`src/rtl/parser_cfg_loader.sv`:
```
`default_nettype none
// ============================================================================
// Module   : parser_cfg_loader
// Brief    : Walks a parser config image in SRAM and strobes each record into
//            the ps_mod_* programming port. Optional check: PS_CFG_CHECK_EN.
// Revision : 1.0
// ============================================================================
module parser_cfg_loader #(
    parameter int MAX_RECORDS = 16,
    parameter int RD_LATENCY  = 1,
    parameter int WORD_BYTES  = 4
) (
    input  logic        clk,
    input  logic        rst,
    input  logic        start_i,
    input  logic [31:0] cfg_addr_i,
    output logic        mem_ce_o,
    output logic        mem_we_o,
    output logic [31:0] mem_addr_o,
    output logic [3:0]  mem_width_o,
    output logic [31:0] mem_data_o,
    input  logic [31:0] mem_data_i,
    output logic        ps_mod_start_o,
    output logic [31:0] ps_mod_hdr_id_o,
    output logic [31:0] ps_mod_hdr_len_o,
    output logic [31:0] ps_mod_next_tag_start_o,
    output logic [31:0] ps_mod_next_tag_len_o,
    output logic [63:0] ps_mod_next_table_o,
    output logic        busy_o,
    output logic        done_o,
    output logic [4:0]  rec_cnt_o,
    output logic        err_o
);
    localparam int                c_wait_w    = (RD_LATENCY > 1) ? $clog2(RD_LATENCY) : 1;
    localparam logic [c_wait_w-1:0] c_wait_last = c_wait_w'(RD_LATENCY - 1);
    localparam logic [31:0]       c_max_n     = 32'(MAX_RECORDS);
    localparam logic [31:0]       c_stride    = 32'(WORD_BYTES);

    typedef enum logic [2:0] {
        S_IDLE, S_RD_CNT, S_WAIT_CNT, S_RD_FLD, S_WAIT_FLD, S_ISSUE, S_DONE
    } state_t;

    state_t              r_state;
    state_t              w_next;
    logic [31:0]         r_ptr;
    logic [2:0]          r_fld;
    logic [4:0]          r_rec;
    logic [4:0]          r_total;
    logic [c_wait_w-1:0] r_wait;
    logic                w_wait_last;
    logic [4:0]          w_clamped;
    logic                w_more;
    logic                w_rec_ok;

    assign w_wait_last = (r_wait == c_wait_last);
    assign w_clamped   = (mem_data_i > c_max_n) ? 5'(MAX_RECORDS) : mem_data_i[4:0];
    assign w_more      = (({1'b0, r_rec} + 6'd1) < {1'b0, r_total});

    assign mem_we_o    = 1'b0;
    assign mem_width_o = 4'd4;
    assign mem_data_o  = 32'd0;

`ifdef PS_CFG_CHECK_EN
    logic [32:0] w_tag_end;
    logic        r_err;

    assign w_tag_end = {1'b0, ps_mod_next_tag_start_o} + {1'b0, ps_mod_next_tag_len_o};
    assign w_rec_ok  = (ps_mod_hdr_len_o != 32'd0) && (w_tag_end <= {1'b0, ps_mod_hdr_len_o});
    assign err_o     = r_err;

    always_ff @(posedge clk or posedge rst) begin
        if (rst) begin
            r_err <= 1'b0;
        end else if (r_state == S_IDLE && start_i) begin
            r_err <= 1'b0;
        end else if (r_state == S_ISSUE && !w_rec_ok) begin
            r_err <= 1'b1;
        end
    end
`else
    assign w_rec_ok = 1'b1;
    assign err_o    = 1'b0;
`endif

    always_comb begin
        w_next         = r_state;
        mem_ce_o       = 1'b0;
        mem_addr_o     = 32'd0;
        ps_mod_start_o = 1'b0;
        done_o         = 1'b0;
        busy_o         = (r_state != S_IDLE);
        case (r_state)
            S_IDLE:     if (start_i) w_next = S_RD_CNT;
            S_RD_CNT: begin
                mem_ce_o   = 1'b1;
                mem_addr_o = r_ptr;
                w_next     = S_WAIT_CNT;
            end
            S_WAIT_CNT: if (w_wait_last) w_next = (w_clamped == 5'd0) ? S_DONE : S_RD_FLD;
            S_RD_FLD: begin
                mem_ce_o   = 1'b1;
                mem_addr_o = r_ptr;
                w_next     = S_WAIT_FLD;
            end
            S_WAIT_FLD: if (w_wait_last) w_next = (r_fld == 3'd5) ? S_ISSUE : S_RD_FLD;
            S_ISSUE: begin
                ps_mod_start_o = w_rec_ok;
                w_next         = (w_rec_ok && w_more) ? S_RD_FLD : S_DONE;
            end
            S_DONE: begin
                done_o = 1'b1;
                w_next = S_IDLE;
            end
            default:    w_next = S_IDLE;
        endcase
    end

    // Image words are consecutive, so one post-incremented pointer covers
    // the count word and every field of every record.
    always_ff @(posedge clk or posedge rst) begin
        if (rst) begin
            r_state                 <= S_IDLE;
            r_ptr                   <= 32'd0;
            r_fld                   <= 3'd0;
            r_rec                   <= 5'd0;
            r_total                 <= 5'd0;
            r_wait                  <= '0;
            rec_cnt_o               <= 5'd0;
            ps_mod_hdr_id_o         <= 32'd0;
            ps_mod_hdr_len_o        <= 32'd0;
            ps_mod_next_tag_start_o <= 32'd0;
            ps_mod_next_tag_len_o   <= 32'd0;
            ps_mod_next_table_o     <= 64'd0;
        end else begin
            r_state <= w_next;
            case (r_state)
                S_IDLE: begin
                    if (start_i) begin
                        r_ptr     <= cfg_addr_i;
                        r_fld     <= 3'd0;
                        r_rec     <= 5'd0;
                        rec_cnt_o <= 5'd0;
                    end
                end
                S_RD_CNT, S_RD_FLD: begin
                    r_ptr  <= r_ptr + c_stride;
                    r_wait <= '0;
                end
                S_WAIT_CNT: begin
                    if (w_wait_last) begin
                        r_total <= w_clamped;
`ifndef PS_CFG_CHECK_EN
                        rec_cnt_o <= w_clamped;
`endif
                    end else begin
                        r_wait <= r_wait + c_wait_w'(1);
                    end
                end
                S_WAIT_FLD: begin
                    if (w_wait_last) begin
                        case (r_fld)
                            3'd0:    ps_mod_hdr_id_o            <= mem_data_i;
                            3'd1:    ps_mod_hdr_len_o           <= mem_data_i;
                            3'd2:    ps_mod_next_tag_start_o    <= mem_data_i;
                            3'd3:    ps_mod_next_tag_len_o      <= mem_data_i;
                            3'd4:    ps_mod_next_table_o[63:32] <= mem_data_i;
                            3'd5:    ps_mod_next_table_o[31:0]  <= mem_data_i;
                            default: ;
                        endcase
                        r_fld <= (r_fld == 3'd5) ? 3'd0 : r_fld + 3'd1;
                    end else begin
                        r_wait <= r_wait + c_wait_w'(1);
                    end
                end
                S_ISSUE: begin
                    r_rec <= r_rec + 5'd1;
`ifdef PS_CFG_CHECK_EN
                    if (w_rec_ok) rec_cnt_o <= rec_cnt_o + 5'd1;
`endif
                end
                default: ;
            endcase
        end
    end

endmodule
`default_nettype wire

```
`config.mk`:
```
export PLATFORM = sky130hd
export DESIGN_NAME = parser_cfg_loader
export DESIGN_NICKNAME = d
export VERILOG_FILES = /design/src/rtl/parser_cfg_loader.sv
export SDC_FILE = /design/constraint.sdc
export NUM_CORES = 1
export LEC_CHECK = 0
export CELL_PAD_IN_SITES_DETAIL_PLACEMENT = 1
export CELL_PAD_IN_SITES_GLOBAL_PLACEMENT = 1
export CORE_ASPECT_RATIO = 0.75
export CORE_UTILIZATION = 27
export DETAILED_ROUTE_END_ITERATION = 12
export GPL_TIMING_DRIVEN = 0
export PLACE_DENSITY = 0.63
export SYNTH_ARGS = -nofsm -noshare
export SYNTH_HDL_FRONTEND = slang
export SYNTH_SLANG_ARGS = --single-unit
```
`constraint.sdc`:
```
create_clock -name clk -period 9.72 [get_ports clk]
set_input_delay 0.972 -clock clk [delete_from_list [all_inputs] [get_ports clk]]
set_output_delay 0.972 -clock clk [all_outputs]
set_load 0.01 [all_outputs]
```
-- Word level (Yosys, flattened, before mapping)
Cells that the tools add are included.
- RAM bits: 0
- word-level logic and storage cells: 82
- bits of input ports: 67
- bits in latches: 0
- memory bits (read-only): 0
- flip-flop bits (word level): 246
- output and inout bits: 271
- memories kept: 0
- div/mod/pow operators: 0
- multiplexer cells: 24
- multipliers: 0
- shift operators: 0
- add/sub/neg operators: 5
- bitwise gates (word level): 1
- reduce and logical (&&, ||, !) cells: 23
- eq/ne operators: 14
- magnitude comparators: 2
- operator list (operator ; number):
    2-to-1 mux 32 bit ; 2
    case mux 32 bit (2 select lines) ; 1
    adder 32 x 3 -> 32 bit (second input constant) ; 1
    > comparator 32 x 5 -> 1 bit (second input constant) ; 1
    2-to-1 mux 3 bit ; 9
    AND reduction 3 bit ; 9
    case mux 5 bit (2 select lines) ; 2
    case mux 3 bit (6 select lines) ; 1
    == test 3 bit (second input constant) ; 5
    2-to-1 mux 5 bit ; 3
    == test 3 x 2 -> 1 bit (second input constant) ; 4
    nonzero test 2 bit ; 5
    adder 5 x 1 -> 6 bit (second input constant) ; 1
    == test 3 x 1 -> 1 bit (second input constant) ; 2
    logical NOT 3 bit ; 2
    less-than comparator 6 x 5 -> 1 bit ; 1
    != test 2 bit (second input constant) ; 3
    case mux 3 bit (2 select lines) ; 1
    AND reduction 2 bit ; 3
    adder 5 x 1 -> 5 bit (second input constant) ; 1
    logical NOT 5 bit ; 1
    2-to-1 mux 1 bit ; 4
    OR reduction 2 bit ; 2
    adder 3 x 1 -> 3 bit (second input constant) ; 1
    other kinds (4) ; 4

-- Depth between registers and ports, before layout
- word-level depth: 6
- mapped depth: 7
- mapped depth without buffers: 7

-- Worst setup path before layout
OpenSTA, ideal clock, no wires.
- kind: register -> output
- from: register r_state[2]
- to: output port mem_addr_o[19]
- required time: 8.748 ns
- path slack: 7.384 ns
- arrival: 1.364 ns
- path buffers: 3
- cell stages (with the launch flop): 6
- path through: dfrtp_1 > clkbuf_1 > nand2b_1 > clkbuf_1 > buf_1 > nor2_1
- cells in the longest elaborated chain, start to end: 3
- elaborated cells on any way between the ends: 4
- those cells by class: eq/ne (2); mux (1); reduce/logical (1)
- ends and longest elaborated chain (item ; RTL line ; text):
    start: declaration ; 43 ; state_t r_state;
    start signal: assignment ; 135 ; r_state <= w_next;
    == test 3 x 1 -> 1 bit or == test 3 x 2 -> 1 bit (tied branches) ; 92 ; case (r_state)
    OR reduction 2 bit (no line) (*) ; - ;
    2-to-1 mux 32 bit (*) ; 92 ;
    end: declaration ; 19 ; output logic [31:0] mem_addr_o,
Every way passes the cells marked *; elsewhere a longest branch is shown, timed or not.

-- Worst setup path in the final report
Ends and elaborated chain as after synthesis.

==> metrics.txt <==
final design utilization 40.29%; result of the run complete, no violations; Final Non-Filler Cells 1710; fraction of synthesized cell area taken by the top area cell type 57.47%; flip-flop and latch count after synthesis 245; CTS tree done; Final Slew Violations 0; average cell area after synthesis 13.19 um^2; number of enable flip-flop cells after synthesis 0; critical path required time 8.75 ns; vias in the first global route 8613; HPWL after detailed placement 25750 um; total setup violations reported at the end of the flow 0; detail-routed net length per standard cell 21.05 um; root buffer cell sky130_fd_sc_hd__clkbuf_16; worst path buffer plus inverter count 4; clock-pin transition on the worst setup and hold timing paths 0.06 ns; post-synthesis instance total 809; worst-skew pair later-pin latency 0.57 ns; proportion of layout cells with a drive suffix above 1 24.96%; min Tclk post-route 4.193 ns; number of unique standard cell types used by synthesis 53; highest-delay cell along the critical path sky130_fd_sc_hd__buf_1; register-to-register setup slack 7.23 ns; pin slew with the least headroom to its limit 0.9092 ns; die footprint 40320 um^2; buffer levels on the longest clock path 3; cell-by-cell trace of the critical path clkbuf_1 -> nand2b_1 -> clkbuf_1 -> buf_1 -> nor2_1 -> clkdlybuf4s50_1; Top Family by Delay on Critical Path buffers and inverters; # H-tree levels 1; First-pass DRT Iterations 4; CP max stage delay 0.56 ns; NumNets Final 1251; pin count of the biggest net entering global routing 104; Cells on Worst Hold Path 2; via count 7898; last weighted congestion value of the routability-driven placer 0.7795; prevailing post-synth register cell sky130_fd_sc_hd__dfrtp_1; count of placed standard cells including taps 1658; Register-to-Register Path Depth 6; top cell type by total area after synthesis sky130_fd_sc_hd__dfrtp_1; Die W 231.5 um; xor/xnor share of the synthesized area 0.2463%; destination of the worst hold path r_ptr[1]; main combinational cell family by area after synthesis multiplexers; post-synthesis instance area 10670 um^2; Initial Util 27.61%; Post-Route Skew 0.01819 ns; path type of the worst min-delay path flip-flop to flip-flop; worst vdd rail ir drop 0.0001455 V; number of placement rows 62; antenna cell count 0; mux contribution to synthesized area 21.66%; cts-stage hold buffer count 0; area fraction in compound gates after synthesis 5.219%; DRC marker count from the first detailed-route iteration 302; category of the worst setup path launch point flip-flop; antenna violations before repair 0; worst path arrival time 3.22 ns; most prevalent standard cell on the critical path sky130_fd_sc_hd__clkbuf_1; post-synthesis to final-layout area growth 45.92%; maximum achievable frequency 238.5 MHz; headroom to the max-slew limit 38.83%; Worst R2R End r_ptr[22]; Total GRT Usage 17.81%; Adder-Cell Fraction of Synth Area 0.8210%; Port Buffers 299; cts repair resizes 0; PwrDens 280.7 nW/um^2; part of the Yosys area used for sequential elements 57.47%; die height 174.1 um; number of max-capacitance violations reported 0; clk sink count 245; top cells by area in the synthesized netlist sky130_fd_sc_hd__dfrtp_1, sky130_fd_sc_hd__mux2_2, sky130_fd_sc_hd__mux2_4; leakage 0.006688 uW; TritonCTS buffer count 29; Crit Path Max Fanout 10; critical path class flip-flop to primary output; post-CTS setup repair buffer count 0; Fin. Hold Viols 0; ANT nets after route 0; Worst Slack Setup Final 5.527 ns; area of the placeable core 38630 um^2; unrepaired setup endpoints after global routing false; first-pass GRT wire length 55010 um; type of destination of the critical path primary output; Fill cells 4104; ys async rst share 100.0%; count of pins on the block boundary 338; Reg2Reg Launch Point r_state[2]; total routed wirelength 36000 um; Worst Min Path Start r_ptr[1]; final period utilization 43.14%; Congestion Overflow GR 0; number of vias per cell after detailed routing 4.619; worst slack, placed 6.137 ns; Syn. warnings 0; number of design rule violations left after detail routing 0; synthesized-area fraction occupied by and/or/nand/nor cells 9.641%
==> final cells by class <==
cell class / instances / area [um^2] / share of cell area, %
Timing Repair Buffer: 301 / 3048 / 19.58
Inverter: 18 / 75.07 / 0.4823
Tap cell: 512 / 640.6 / 4.115
Sequential cell: 245 / 6131 / 39.39
Buffer: 73 / 451.7 / 2.902
Multi-Input combinational cell: 509 / 4153 / 26.68
Clock inverter: 12 / 250.2 / 1.608
Clock buffer: 40 / 817.0 / 5.249
==> worst max-delay path by stage <==
stage | startpoint | end | slack [ns] | cells after the start
after floorplan | rst | ps_mod_hdr_id_o[0] | 2.02 | 1
after global placement | rst | ps_mod_next_table_o[39] | -1.90 | 2
after detailed placement | r_state[2] | mem_addr_o[19] | 6.14 | 6
after CTS | r_state[2] | mem_addr_o[19] | 5.50 | 6
after global routing | r_state[2] | mem_addr_o[19] | 5.27 | 6
final | r_state[2] | mem_addr_o[19] | 5.53 | 6
==> logic make-up (layout without fill, tap and decap cells) <==
logic type      Yosys count  count (layout)
mux                     196             196
xor+xnor                  3               3
buf+inv                  91             444
simple gates            188             188
other cells               2              38
compound gates           77              77
flops                   245             245
fa+ha+maj                 7               7
==> Yosys cell counts, drive strengths merged (3+ instances only) <==
library cell,number
dfrtp,245
inv,18
a311oi,11
nand3b,6
nand3,12
nand2b,4
nand4,15
o21ai,12
mux2,192
and3,11
nand2,25
nor4,14
and2,30
and4,4
clkbuf,15
mux2i,4
buf,58
nor2,40
a22o,9
nor3,18
ha,7
a221oi,3
a211oi,14
a21oi,8
a31oi,5
==> worst reg2reg max path, delay by kind of cell (launching register included) <==
| kind | cells | cell delay, ns |
|---|---|---|
| AO/OA/AOI/OAI | 1 | 0.11 |
| buffers and inverters | 2 | 0.85 |
| AND/OR/NAND/NOR | 3 | 1.04 |
| flip-flops | 1 | 0.41 |
==> flip-flops by register name, indices dropped and copies added, names as in the netlist <==
register and flops:
ps_mod_next_tag_len_o 32, ps_mod_hdr_id_o 32, r_total 5, r_fld 3, ps_mod_next_table_o 64, r_rec 5
rec_cnt_o 5, r_state 3, r_ptr 32, ps_mod_hdr_len_o 32, ps_mod_next_tag_start_o 32
==> cells in the final DEF, fill, tap and decap left out, types with 3 or more instances in the layout <==
master / n
sky130_fd_sc_hd__clkdlybuf4s50_1: 299
sky130_fd_sc_hd__dfrtp_1: 245
sky130_fd_sc_hd__mux2_2: 163
sky130_fd_sc_hd__nor2_1: 39
sky130_fd_sc_hd__buf_4: 38
sky130_fd_sc_hd__conb_1: 38
sky130_fd_sc_hd__and2_1: 30
sky130_fd_sc_hd__mux2_4: 29
sky130_fd_sc_hd__clkbuf_16: 29
sky130_fd_sc_hd__nand2_1: 25
sky130_fd_sc_hd__clkbuf_1: 21
sky130_fd_sc_hd__inv_1: 17
sky130_fd_sc_hd__nand4_1: 15
sky130_fd_sc_hd__nor3_1: 15
sky130_fd_sc_hd__nor4_1: 14
sky130_fd_sc_hd__a211oi_1: 14
sky130_fd_sc_hd__nand3_1: 12
sky130_fd_sc_hd__o21ai_0: 12
sky130_fd_sc_hd__and3_1: 11
sky130_fd_sc_hd__a311oi_1: 11
sky130_fd_sc_hd__buf_2: 10
sky130_fd_sc_hd__a22o_1: 9
sky130_fd_sc_hd__a21oi_1: 8
sky130_fd_sc_hd__buf_1: 7
sky130_fd_sc_hd__ha_1: 7
sky130_fd_sc_hd__bufinv_16: 7
sky130_fd_sc_hd__nand3b_1: 6
sky130_fd_sc_hd__a31oi_1: 5
sky130_fd_sc_hd__clkbuf_8: 5
sky130_fd_sc_hd__nand2b_1: 4
sky130_fd_sc_hd__and4_1: 4
sky130_fd_sc_hd__mux2i_1: 4
sky130_fd_sc_hd__clkinv_2: 4
sky130_fd_sc_hd__nor3_2: 3
sky130_fd_sc_hd__buf_6: 3
sky130_fd_sc_hd__a221oi_1: 3
==> where the power goes <==
part           switching, uW  internal, uW  total [uW]
Combinational            746           880        1630
Sequential               214          1310        1520
Clock                    451           772        1220
==> per-layer routing <==
metal  share of wire, %  global-route usage [%]
met5                  0                       0
met4                1.6                   3.228
met3                7.2                   5.545
met2                 46                   27.63
met1                 46                   24.46
==> metrics by stage <==
| step | setup TNS [ns] | hold WS, ns | total power [uW] | cell area (um^2) |
|---|---|---|---|---|
| 2_1_floorplan | 0 | 0.4374 | 2265 | 10800 |
| 3_3_place_gp | -462.70 | 0.4542 | 3133 | 14440 |
| 3_5_place_dp | 0 | 0.4747 | 3170 | 14500 |
| 4_1_cts | 0 | 0.4887 | 4430 | 15570 |
| 5_1_grt | 0 | 0.5134 | 4609 | 15570 |
| 6_report | 0 | 0.4847 | 4369 | 15570 |
No activity file was read; power rests on OpenSTA's default activity.
